--- config.mk ---
export PLATFORM = sky130hd
export DESIGN_NAME = spi_slave
export DESIGN_NICKNAME = d
export VERILOG_FILES = /design/src/rtl/spi_slave.sv
export SDC_FILE = /design/constraint.sdc
export NUM_CORES = 1
export LEC_CHECK = 0
export CAP_MARGIN = 20
export CORE_MARGIN = 2
export CORE_UTILIZATION = 46
export CTS_CLUSTER_DIAMETER = 50
export DETAILED_ROUTE_END_ITERATION = 6
export PLACE_DENSITY = 0.73
export RECOVER_POWER = 100
export SYNTH_ARGS = -nofsm -noshare
export SYNTH_HDL_FRONTEND = slang
export SYNTH_SLANG_ARGS = --single-unit
--- constraint.sdc ---
create_clock -name clk -period 1.9 [get_ports clk]
set_clock_uncertainty 0.15 [all_clocks]
set_input_delay 0.19 -clock clk [delete_from_list [all_inputs] [get_ports clk]]
set_output_delay 0.19 -clock clk [all_outputs]
set_load 0.02 [all_outputs]
--- src/rtl/spi_slave.sv ---
// SPI mode-0 slave, oversampled by clk: receives MSB-first bytes onto a parallel bus
// with a one-cycle strobe and shifts out a parallel-loaded byte. Nothing is clocked by sck.
module spi_slave (
  input  logic       clk,
  input  logic       rst,
  input  logic       sck,
  input  logic       cs,
  input  logic       mosi,
  output logic       miso,
  output logic [7:0] mdata,
  input  logic [7:0] sdata,
  output logic       data_valid_read,
  output logic       data_firstbyte
);

  logic       sck_m_q, sck_s_q, sck_h_q;
  logic       cs_m_q, cs_s_q, cs_h_q;
  logic       mosi_m_q, mosi_s_q;
  logic [2:0] cnt_q, cnt_d;
  logic       first_q, first_d;
  logic [7:0] rx_q, rx_d;
  logic [7:0] tx_q, tx_d;
  logic [7:0] mdata_q, mdata_d;
  logic       vld_q, vld_d;
  logic       fb_q, fb_d;
  logic       miso_q, miso_d;

  logic sel, cs_fall, cs_rise, sck_rise, sck_fall;

  assign sel      = ~cs_s_q;
  assign cs_fall  = cs_h_q & ~cs_s_q;
  assign cs_rise  = ~cs_h_q & cs_s_q;
  assign sck_rise = sck_s_q & ~sck_h_q;
  assign sck_fall = ~sck_s_q & sck_h_q;

  always_comb begin
    cnt_d   = cnt_q;
    first_d = first_q;
    rx_d    = rx_q;
    tx_d    = tx_q;
    mdata_d = mdata_q;
    vld_d   = 1'b0;
    fb_d    = 1'b0;
    if (cs_fall) begin
      cnt_d   = 3'd0;
      first_d = 1'b1;
      tx_d    = sdata;
    end else if (cs_rise) begin
      // A partial byte is simply abandoned: rx contents never reach mdata.
      cnt_d = 3'd0;
    end else if (sel && sck_rise) begin
      rx_d  = {rx_q[6:0], mosi_s_q};
      cnt_d = cnt_q + 3'd1;
      if (cnt_q == 3'd7) begin
        mdata_d = rx_d;
        vld_d   = 1'b1;
        fb_d    = first_q;
        first_d = 1'b0;
      end
    end else if (sel && sck_fall) begin
      // Counter at zero on a falling edge marks a byte boundary: fetch the next byte.
      tx_d = (cnt_q != 3'd0) ? {tx_q[6:0], 1'b0} : sdata;
    end
    // miso follows the next TX state so it lands on the same edge as the shift/load.
    miso_d = sel & tx_d[7];
  end

  always_ff @(posedge clk) begin
    if (rst) begin
      sck_m_q  <= 1'b0;
      sck_s_q  <= 1'b0;
      sck_h_q  <= 1'b0;
      cs_m_q   <= 1'b0;
      cs_s_q   <= 1'b0;
      cs_h_q   <= 1'b0;
      mosi_m_q <= 1'b0;
      mosi_s_q <= 1'b0;
      cnt_q    <= 3'd0;
      first_q  <= 1'b0;
      rx_q     <= 8'h00;
      tx_q     <= 8'h00;
      mdata_q  <= 8'h00;
      vld_q    <= 1'b0;
      fb_q     <= 1'b0;
      miso_q   <= 1'b0;
    end else begin
      sck_m_q  <= sck;
      sck_s_q  <= sck_m_q;
      sck_h_q  <= sck_s_q;
      cs_m_q   <= cs;
      cs_s_q   <= cs_m_q;
      cs_h_q   <= cs_s_q;
      mosi_m_q <= mosi;
      mosi_s_q <= mosi_m_q;
      cnt_q    <= cnt_d;
      first_q  <= first_d;
      rx_q     <= rx_d;
      tx_q     <= tx_d;
      mdata_q  <= mdata_d;
      vld_q    <= vld_d;
      fb_q     <= fb_d;
      miso_q   <= miso_d;
    end
  end

  assign miso            = miso_q;
  assign mdata           = mdata_q;
  assign data_valid_read = vld_q;
  assign data_firstbyte  = fb_q;

endmodule

# Word level (Yosys, flattened, before mapping)
# Index checks and enable logic that the tools add are counted.
# W data, S select, Z words.
totals:
  regBits: 38
  input_bits: 13
  output_inout_bits: 11
  elab_cells: 57
op_classes:
  addsub: 1
  eq_ne: 3
  n_mux: 10
  bitwise: 13
  n_reduce_logical: 13
ops:
  columns: ["cell", "count"]
  rows:
  - ["$mux W8", 5]
  - ["$reduce_and A3 Y1", 3]
  - ["$not A1 Y1", 8]
  - ["$reduce_bool A2 Y1", 3]
  - ["$and A1 B1 Y1", 5]
  - ["$mux W1", 5]
  - ["$reduce_or A5 Y1", 1]
  - ["$ne A2 B2 Y1 const B", 2]
  - ["$reduce_and A4 Y1", 1]
  - ["$reduce_or A4 Y1", 1]
  - ["$add A3 B1 Y3 const B", 1]
  - ["$eq A3 B3 Y1 const B", 1]
  - ["$reduce_bool A3 Y1", 1]
  - ["$reduce_or A3 Y1", 1]
  - ["$logic_and A1 B1 Y1", 2]

# Logic depth before layout (Yosys ltp)
# Gate-level depths: netlist of run 1.
depth:
  ltp_word: 8
  mapped_depth: 8

# Worst setup path after synthesis of run 1
# OpenSTA, ideal clock, no wires.
synth_timing:
  path_type: "register -> register"
  startpoint: "reg cs_s_q"
  endpoint: "reg mdata_q[6] (netlist: mdata[6])"
  t_arrival_ns: 1.553
  setup_slack_ns: 0.065
  path_stages_with_launch: 9
  synth_period_minus_slack_ns: 1.835
  path_cell_list: "dfxtp_1 > inv_1 > ha_1 > and4bb_1 > buf_2 > and2_1 > buf_2 > nand2_1 > a21oi_1"
synth_via:
  elab_chain_cells: 4
  word_cells_on_any_way: 7
synth_lines:
  columns: ["element", "line", "text"]
  rows:
  - ["start: declaration", "17", "logic cs_m_q, cs_s_q, cs_h_q;"]
  - ["start signal: assignment", "91", "cs_s_q <= cs_m_q;"]
  - ["$not A1 Y1", "30, 31", null]
  - ["$and A1 B1 Y1", "31", "assign cs_fall = cs_h_q & ~cs_s_q;"]
  - ["$not A1 Y1 (no source line)", null, null]
  - ["$reduce_and A4 Y1 (no source line) *", null, null]
  - ["end signal: assignment", "99", "mdata_q <= mdata_d;"]
  - ["end: declaration", "23", "logic [7:0] mdata_q, mdata_d;"]
# Every way passes the cells marked *; elsewhere a longest branch is shown, timed or not.
# A chain may end at the register's enable or synchronous reset.

# Worst setup path in the final report of run 1
layout_timing:
  startpoint: "reg cs_s_q"
  endpoint: "reg tx_q[2]"
layout_via:
  elab_chain_cells: 4
  word_cells_on_any_way: 10
layout_lines:
  columns: ["element", "line", "text"]
  rows:
  - ["$not A1 Y1", "30, 31", null]
  - ["$and A1 B1 Y1 (tied with other cells)", "31", null]
  - ["$ne A2 B2 Y1 (no source line) or $reduce_bool A2 Y1 (tied branches)", null, null]
  - ["$reduce_and A3 Y1 (no source line)", null, null]
  - ["end signal: assignment", "98", "tx_q <= tx_d;"]
  - ["end: declaration", "22", "logic [7:0] tx_q, tx_d;"]
# Parallel ways exist; a longest one is shown, timed or not.

==> results of run 1 <==
[cell usage in the layout, fill, tap and decap left out, types with 2 or more instances in the layout]
cell / netlist / routed
dfxtp_1: 38 / 38
nand2_1: 33 / 32
a21oi_1: 18 / 18
dlygate4sd3_1: 0 / 12
clkdlybuf4s50_1: 0 / 11
nor2_1: 9 / 9
inv_1: 7 / 7
nor2b_1: 7 / 7
mux2i_1: 7 / 7
o2bb2ai_1: 6 / 6
ha_1: 6 / 6
clkbuf_4: 0 / 5
nand2b_1: 4 / 4
o21ai_0: 4 / 3
clkbuf_1: 3 / 3
buf_4: 0 / 3
and2_2: 0 / 2
nand3_1: 2 / 2
nor3_1: 2 / 2
[worst max-delay path: cells and delay by family, from the launching register on]
kind	cells	cell delay, ns
AO/OA/AOI/OAI	2	0.42
buffers and inverters	1	0.15
flip-flops	1	0.34
AND/OR/NAND/NOR	2	0.58
[Yosys cell counts]
library cell,number
dfxtp_1,38
nand2_1,33
a21oi_1,18
nor2_1,9
inv_1,7
mux2i_1,7
nor2b_1,7
ha_1,6
o2bb2ai_1,6
nand2b_1,4
o21ai_0,4
clkbuf_1,3
and2_1,2
buf_2,2
nand3_1,2
nor3_1,2
a22o_1,1
a32o_1,1
and4bb_1,1
clkbuf_2,1
nor3b_2,1
nor4b_1,1
o41ai_4,1
or3_1,1
or3b_4,1
xnor2_1,1
[flip-flops by register name (all words and copies together), names as in the netlist, 3 cells and up]
| register | cells |
|---|---|
| mdata | 8 |
| rx_q | 7 |
| tx_q | 8 |
| cnt_q | 3 |
[metrics by stage]
stage | total power (uW) | instances
final | 1350 | 235
after global routing | 1410 | 235
after CTS | 1370 | 235
after detailed placement | 943 | 227
after global placement | 939 | 227
after floorplan | 896 | 160
[area by class of cell]
type / instances / area, sq um / area share, %
Inverter: 7 / 26.3 / 1.43
Sequential cell: 38 / 761 / 41.4
Multi-Input combinational cell: 109 / 668 / 36.4
Tap cell: 44 / 55.1 / 3.00
Clock buffer: 7 / 55.1 / 3.00
Timing Repair Buffer: 29 / 265 / 14.5
Clock inverter: 1 / 5.00 / 0.273
[kinds of logic after synthesis]
family | Yosys count | synth area share [%]
and+or+nand+nor | 64 | 20.9
muxes | 7 | 4.71
DFF | 38 | 51.2
buffers and inverters | 13 | 3.54
adders and majority gates | 6 | 5.05
AOI/OAI and AO/OA | 31 | 14.1
xor gates and xnor gates | 1 | 0.589
[report_power, final]
| group | total, uW | internal, uW | leakage [uW] | switching [uW] |
|---|---|---|---|---|
| Clock | 433 | 179 | 0.0000353 | 254 |
| Combinational | 100 | 53.1 | 0.000351 | 47.3 |
| Sequential | 819 | 811 | 0.000308 | 8.01 |
| Total | 1350 | 1040 | 0.000694 | 309 |
[worst min path at each step]
stage                                      to  slack (ns)                 from
after floorplan            tx_q[7]$_SDFF_PP0_        0.17             sdata[7]
after global placement     sck_s_q$_SDFF_PP0_        0.27   sck_m_q$_SDFF_PP0_
after detailed placement  mosi_s_q$_SDFF_PP0_        0.28  mosi_m_q$_SDFF_PP0_
after CTS                   cs_m_q$_SDFF_PP0_        0.23                   cs
after global routing       sck_m_q$_SDFF_PP0_        0.25                  sck
final                       cs_m_q$_SDFF_PP0_        0.24                   cs
[layer usage]
metal,track usage (%),vias to the layer above
li1,-,595
met3,3.84,5
met4,10.2,0
met1,19.0,508
met2,27.0,26
met5,0,-
[timing repair]
action / CTS / global route
setup endpoints to repair: 0 / 10
gates resized for setup: 0 / 5
setup buffers: 0 / 0
==> impl_metrics.json, run 1 <==
{
  "cpMaxStageDelayCell": "or3b_4",
  "met1_length_microns": 1130,
  "period_minus_slack_ns": 1.75,
  "slowest_delay_ns": 0.42,
  "synth_area_per_cell_sq_um": 9.29,
  "cts_tree": "done",
  "final.setup.worst_slack_ns": 0.149,
  "cts_buffer_depth": 2,
  "holdWs_ns": 0.241,
  "yosysTopAreaCellShare_pct": 51.2,
  "finalSetupViolations": 0,
  "syn_to_final_growth_pct": 23.5,
  "r2r_start": "cs_s_q$_SDFF_PP0_",
  "fillers": 296,
  "ys_seq_area_share_pct": 51.2,
  "rsz0062_at_grt": "false",
  "globalplace.congestion": 0.801,
  "crit_path_end": "tx_q[2]$_SDFFE_PP0P_",
  "grt_pass1_wl_microns": 4390,
  "synthCells": 160,
  "end_kind": "flip-flop",
  "max_freq_mhz": 571,
  "antenna_found_initial": 0,
  "nets": 209,
  "p_leak_uw": 0.000694,
  "startpoint": "cs_s_q$_SDFF_PP0_",
  "worstMarginPinSlew_ns": 0.450,
  "ir_drop_mv": 0.453,
  "numClockSinks": 38,
  "worst-setup-path-type": "reg -> reg",
  "num_rows": 20,
  "synth-seq-cells": 38,
  "arrival_ns": 1.83,
  "vias": 1134,
  "die_x_microns": 60.8,
  "drt_iter0_markers": 47,
  "drtPass1Iterations": 4,
  "grt_remaining_overflow": 0,
  "design.die.area_sq_um": 3700,
  "clk_pin_slew_ns": 0.10,
  "clk_latency_ns": 0.34,
  "io_pins": 24,
  "initial_core_util_pct": 48.7,
  "wl_met2_microns": 1220,
  "slew-limit-headroom_pct": 70.0,
  "top_layer": "met4",
  "outcome": "completed",
  "worstPathCellList": "clkbuf_2 -> or3b_4 -> a21oi_1 -> nor2_1 -> o2bb2ai_1",
  "r2r_cells": 5,
  "grtUsageTotal_pct": 16.4,
  "maxCapViolCount": 0,
  "hpwl_microns": 1910,
  "synth_cell_types": 26,
  "syn_nets": 179,
  "fp.dieH_microns": 60.8,
  "ctsHtreeMaxLevel": 2,
  "n_antenna_cell": 0,
  "drive_above_1_share_pct": 8.90,
  "ff2ff_setup_slack_ns": 0.15,
  "syn_area_sq_um": 1490,
  "hold_depth": 2,
  "period_share_pct": 92.2,
  "coreArea_sq_um": 3050,
  "wl_met3_microns": 117,
  "cts_buffers": 5,
  "reg2reg_to": "tx_q[2]$_SDFFE_PP0P_",
  "crit_fanout": 6,
  "dpl_cell_area_sq_um": 1790,
  "yosys_warnings": 0,
  "drv_slew": 0,
  "cp-start-kind": "flip-flop",
  "fin_setup_tns_ns": 0,
  "ctsHoldBuffers": 0,
  "synth_top_cell_by_area": "dfxtp_1",
  "grt_start_max_net_pins": 13,
  "fin_util_pct": 60.1,
  "finish.instance_area_sq_um": 1840,
  "wl_microns": 2510,
  "ant_nets": 0,
  "dp_slack_ns": 0.0402,
  "io_buffers": 23,
  "cp_data_required_time_ns": 1.98,
  "wl_per_cell_microns": 10.7,
  "routed_via_density": 4.83,
  "cts-root-buf": "clkbuf_4",
  "route.detailed.drc": 0,
  "final_hold_viol_count": 0,
  "yosys-top-cells-area": "dfxtp_1 (51%), nand2_1 (8.3%), a21oi_1 (6.1%)",
  "first_global_vias": 1042,
  "hold_path_class": "in -> reg",
  "power_density_nw_per_um2": 737
}
No activity file was read; power rests on OpenSTA's default activity.
==> inputs of run 2 (changes only) <==
- CORE_ASPECT_RATIO: unset -> 2
==> impl_metrics.json, run 2 (synthesis results as in run 1) <==
{
  "ant_nets": 0,
  "cts_buffer_depth": 2,
  "wl_microns": 2870,
  "power_density_nw_per_um2": 776,
  "cts_buffers": 5,
  "hpwl_microns": 2260,
  "route.detailed.drc": 0,
  "crit_path_end": "mdata[1]$_SDFFE_PP0P_",
  "stdcell_count": 222,
  "globalplace.congestion": 0.823,
  "end_kind": "flip-flop",
  "first_global_vias": 1211,
  "ff2ff_setup_slack_ns": 0.13,
  "design.die.area_sq_um": 3730,
  "ctsHtreeMaxLevel": 2,
  "cts_tree": "done",
  "cts-root-buf": "clkbuf_8",
  "hold_path_class": "reg -> reg",
  "grt_start_max_net_pins": 23,
  "worst-setup-path-type": "reg -> reg",
  "startpoint": "cs_s_q$_SDFF_PP0_",
  "clk_pin_slew_ns": 0.07,
  "worstMarginPinSlew_ns": 0.465,
  "coreArea_sq_um": 3120,
  "io_pins": 24,
  "outcome": "completed",
  "fin_setup_tns_ns": 0,
  "wl_per_cell_microns": 12.9,
  "vias": 1197,
  "final_hold_viol_count": 0,
  "slew-limit-headroom_pct": 68.8,
  "clk_latency_ns": 0.29,
  "num_rows": 29,
  "r2r_cells": 6,
  "reg2reg_to": "mdata[1]$_SDFFE_PP0P_",
  "drive_above_1_share_pct": 8.90,
  "drt_iter0_markers": 29,
  "routed_via_density": 5.39,
  "grt_pass1_wl_microns": 4900,
  "n_antenna_cell": 0,
  "dpl.cell_count": 215,
  "nets": 210,
  "rsz0062_at_grt": "false",
  "period_minus_slack_ns": 1.77,
  "maxCapViolCount": 0,
  "arrival_ns": 1.83,
  "max_freq_mhz": 566,
  "cp_data_required_time_ns": 1.96,
  "antenna_found_initial": 0,
  "crit_fanout": 8,
  "final_common_cell": "dfxtp_1",
  "numClockSinks": 38,
  "initial_core_util_pct": 47.6,
  "p_leak_uw": 0.000709,
  "ir_drop_mv": 0.551,
  "grtUsageTotal_pct": 17.9,
  "io_buffers": 23,
  "syn_to_final_growth_pct": 24.2,
  "mostFrequentLayoutCells": "dfxtp_1 (38), nand2_1 (32), a21oi_1 (18)",
  "r2r_start": "cs_s_q$_SDFF_PP0_",
  "cp-start-kind": "flip-flop",
  "drtPass1Iterations": 4,
  "fp.dieH_microns": 84.4,
  "drv_slew": 0,
  "finalSetupViolations": 0,
  "die_x_microns": 44.2,
  "period_share_pct": 93.0,
  "grt_remaining_overflow": 0
}
## run 2: changes by cell type in the layout (fill, tap and decap cells not counted), sizes merged
cell	change
buf	+2
clkbuf	-1
clkinv	-1
## run 2: worst min path at each step
stage / slack [ns] / from / to / cells after the start
floorplan: 0.17 / sdata[7] / tx_q[7]$_SDFF_PP0_ / 1
global placement: 0.27 / sck_m_q$_SDFF_PP0_ / sck_s_q$_SDFF_PP0_ / 1
detailed placement: 0.28 / mosi_m_q$_SDFF_PP0_ / mosi_s_q$_SDFF_PP0_ / 1
CTS: 0.29 / first_q$_SDFFE_PP0P_ / data_firstbyte$_SDFF_PP0_ / 2
global route: 0.29 / first_q$_SDFFE_PP0P_ / data_firstbyte$_SDFF_PP0_ / 2
finish: 0.29 / mosi_m_q$_SDFF_PP0_ / mosi_s_q$_SDFF_PP0_ / 1
## run 2: repair_timing
item	4_1_cts	5_1_grt
hold buffers	0	0
setup buffers	0	0
endpoints found under the hold margin	0	0
gates resized for setup	0	4
setup endpoints to repair	0	13
## run 2: critical path: stages (launching register included)
cell and delay [ns]:
dfxtp_1 0.41, inv_1 0.11, ha_1 0.31, and4bb_1 0.27, and2_2 0.24, nand2_1 0.08
a21oi_1 0.13
## run 2: through the flow
stage / util (%) / instance area [sq um] / power [uW] / hold WS (ns) / setup WS [ns]
3_5_place_dp: 57.1 / 1780 / 945 / 0.280 / 0.0470
4_1_cts: 59.5 / 1860 / 1450 / 0.287 / 0.0346
5_1_grt: 59.1 / 1850 / 1490 / 0.293 / 0.0101
3_3_place_gp: 57.1 / 1780 / 940 / 0.267 / 0.0877
2_1_floorplan: - / 1490 / 896 / 0.165 / 0.0653
6_report: 59.1 / 1850 / 1430 / 0.289 / 0.133
## run 2: per-layer routing
metal	share of wire (%)	global-route usage, %
met3	4.2	4.52
met4	4.3	13.5
met5	0	0
met1	33	14.2
met2	58	33.6
## run 2: where the power goes
group	internal [uW]	switching (uW)	total, uW
clock	252	256	508
sequential	811	8.89	820
combinational	54.0	48.9	103
total	1120	314	1430
## run 2: cell type report
type / count / area, sq um
Sequential cell: 38 / 761
Multi-Input combinational cell: 109 / 667
Timing Repair Buffer: 30 / 277
Tap cell: 31 / 38.8
Inverter: 7 / 26.3
Fill cell: 279 / 1270
Clock buffer: 7 / 76.3
==> edit (flow settings as in run 1) <==
Remove the register `vld_q`: a continuous assignment takes its place, so the output `data_valid_read` follows one clock earlier.
--- a/src/rtl/spi_slave.sv
+++ b/src/rtl/spi_slave.sv
@@ -80,7 +80,6 @@
       rx_q     <= 8'h00;
       tx_q     <= 8'h00;
       mdata_q  <= 8'h00;
-      vld_q    <= 1'b0;
       fb_q     <= 1'b0;
       miso_q   <= 1'b0;
     end else begin
@@ -97,11 +96,12 @@
       rx_q     <= rx_d;
       tx_q     <= tx_d;
       mdata_q  <= mdata_d;
-      vld_q    <= vld_d;
       fb_q     <= fb_d;
       miso_q   <= miso_d;
     end
   end
+
+  assign vld_q = vld_d;
 
   assign miso            = miso_q;
   assign mdata           = mdata_q;
Function: no difference found for any inputs over 10 cycles, from zero or initial values and one cycle with rst high; that may be too few to reach the edited logic, so the function may still have changed.
==> edit against run 1 <==
  * Sequential share of layout area decreased by 1.0 points
  * Worst setup slack got worse by 0.086 ns
  * Sequential cell count decreased by 1
  * Non-clock buffer count increased by 4
  * Synthesized area decreased by 1.4%
  * First-iteration DRC count decreased by 32%
  * Combinational power increased by 19%
  * Power decreased by 3.9%
  * Final area increased by 0.27%
  * Routed wire length increased by 7.5%
  * Largest power group unchanged
==> edit: results (changes against run 1) <==
share of layout cells above drive strength 1=17.5% (+8.6 points); fillcell total=281 (-5.1%); Synth Flop Type=dfxtp_1; endpoint type of the worst setup path=flop; slowest stage delay, CP=0.61 ns (+0.19 ns); Worst Tran Pin Value=1.02 ns (+0.572 ns); H-tree level count=2 (unchanged); Avg Cell Area, Syn=9.39 sq um (+1.1%); initial antenna violation count=0 (unchanged); FF-to-FF setup slack=0.06 ns (-0.09 ns); outcome=finished, final reports clean; register clock-pin slew on the reported worst setup and hold paths=0.10 ns (about the same); Routed WL=2.70 mm (+7.5%); Yosys cell types=28 (+7.7%); Post-Layout Cell Count=233 (-0.85%); crit-path max FO=13 (+7); worst setup path startpoint=cs_h_q; Reg2Reg Depth=6 (+1); Final HPWL DP=2.02 mm (+5.5%); Worst Hold Launch=cs; GRT Total Usage=16.9% (+0.53 points); Hold Path Depth=2 (unchanged); Initial DRT Pass Iterations=4 (unchanged); post_cts resized=7 (+7); worst hold path class=input port to flop; DP Area=1770 sq um (-1.3%); cts bufs inserted=5 (unchanged); Top delay family on crit path=simple AND/OR/NAND/NOR gates; maximum vdd drop=0.342 mV (-25%); clock tree root buffer cell=clkbuf_4; final layout net count=206 (-1.4%); final hold slack=0.251 ns (+0.0100 ns); Buffers on Ports=23 (unchanged); Yosys Warn Count=0 (unchanged); pin count of the biggest net entering global routing=25 (+12); Leakage=0.728 nW (+4.9%); n_diodes=0 (unchanged); Post-synth ARST share=0% (unchanged); GPL Wtd Cong=0.766 (-4.4%); CP Data Arrival Time=1.93 ns (+0.10 ns); Post-synth top cells=dfxtp_1 (37), nand2_1 (25), a21oi_1 (18), nand3_1 (10), nor2_1 (9); reg2reg end=tx_q[2]; Syn Nets=174 (-2.8%); clk buf depth=2 (unchanged); WHS Endpoint=cs_m_q; largest cells by area after synthesis=dfxtp_1 (51%), nand2_1 (6.4%), a21oi_1 (6.1%); sequential area share after synthesis=50.6% (-0.62 points); initial DRC count=32 (-32%); slowest CP cell=or4b_4; Worst-Skew Late Latency=0.33 ns; Placed Cells=224 (-1.3%); Via Count=1138 (+0.35%); first-pass GRT wire length=4.47 mm (+1.9%); Post-CTS Setup Inserts=0 (unchanged); pre-CTS setup slack=-0.147 ns (-0.187 ns); vias in the first global route=1011 (-3.0%); Fmax achieved=544 MHz (-4.7%)
edit: cell families after synthesis:
| logic type | synth area share [%] |
|---|---|
| muxes | 4.78 |
| xor gates and xnor gates | 0.598 |
| AOI/OAI and AO/OA | 12.0 |
| buffers and inverters | 4.78 |
| and+or+nand+nor | 23.1 |
| adders and majority gates | 4.27 |
| DFF | 50.6 |
edit: report_power, final:
group | internal, mW | leakage (nW) | switching, mW
sequential | 0.795 | 0.302 | 0.00997
clock | 0.147 | 0.0265 | 0.229
combinational | 0.0610 | 0.400 | 0.0575
total | 1.00 | 0.728 | 0.297
edit: area by class of cell:
type                    instances  area [sq um]  share of cell area [%]
clock buffers                   8          48.8                    2.65
inverters                       5          18.8                    1.02
multi-input cells             106           677                    36.8
flip-flops and latches         37           744                    40.4
well taps                      44          55.1                    2.99
repair buffers                 33           297                    16.1
edit: layer usage:
layer,up-vias,wire length (um),track usage (%)
met5,-,0,0
met4,0,39,7.45
met3,5,116,7.25
met2,18,1300,25.2
met1,526,1240,21.4
li1,589,-,-
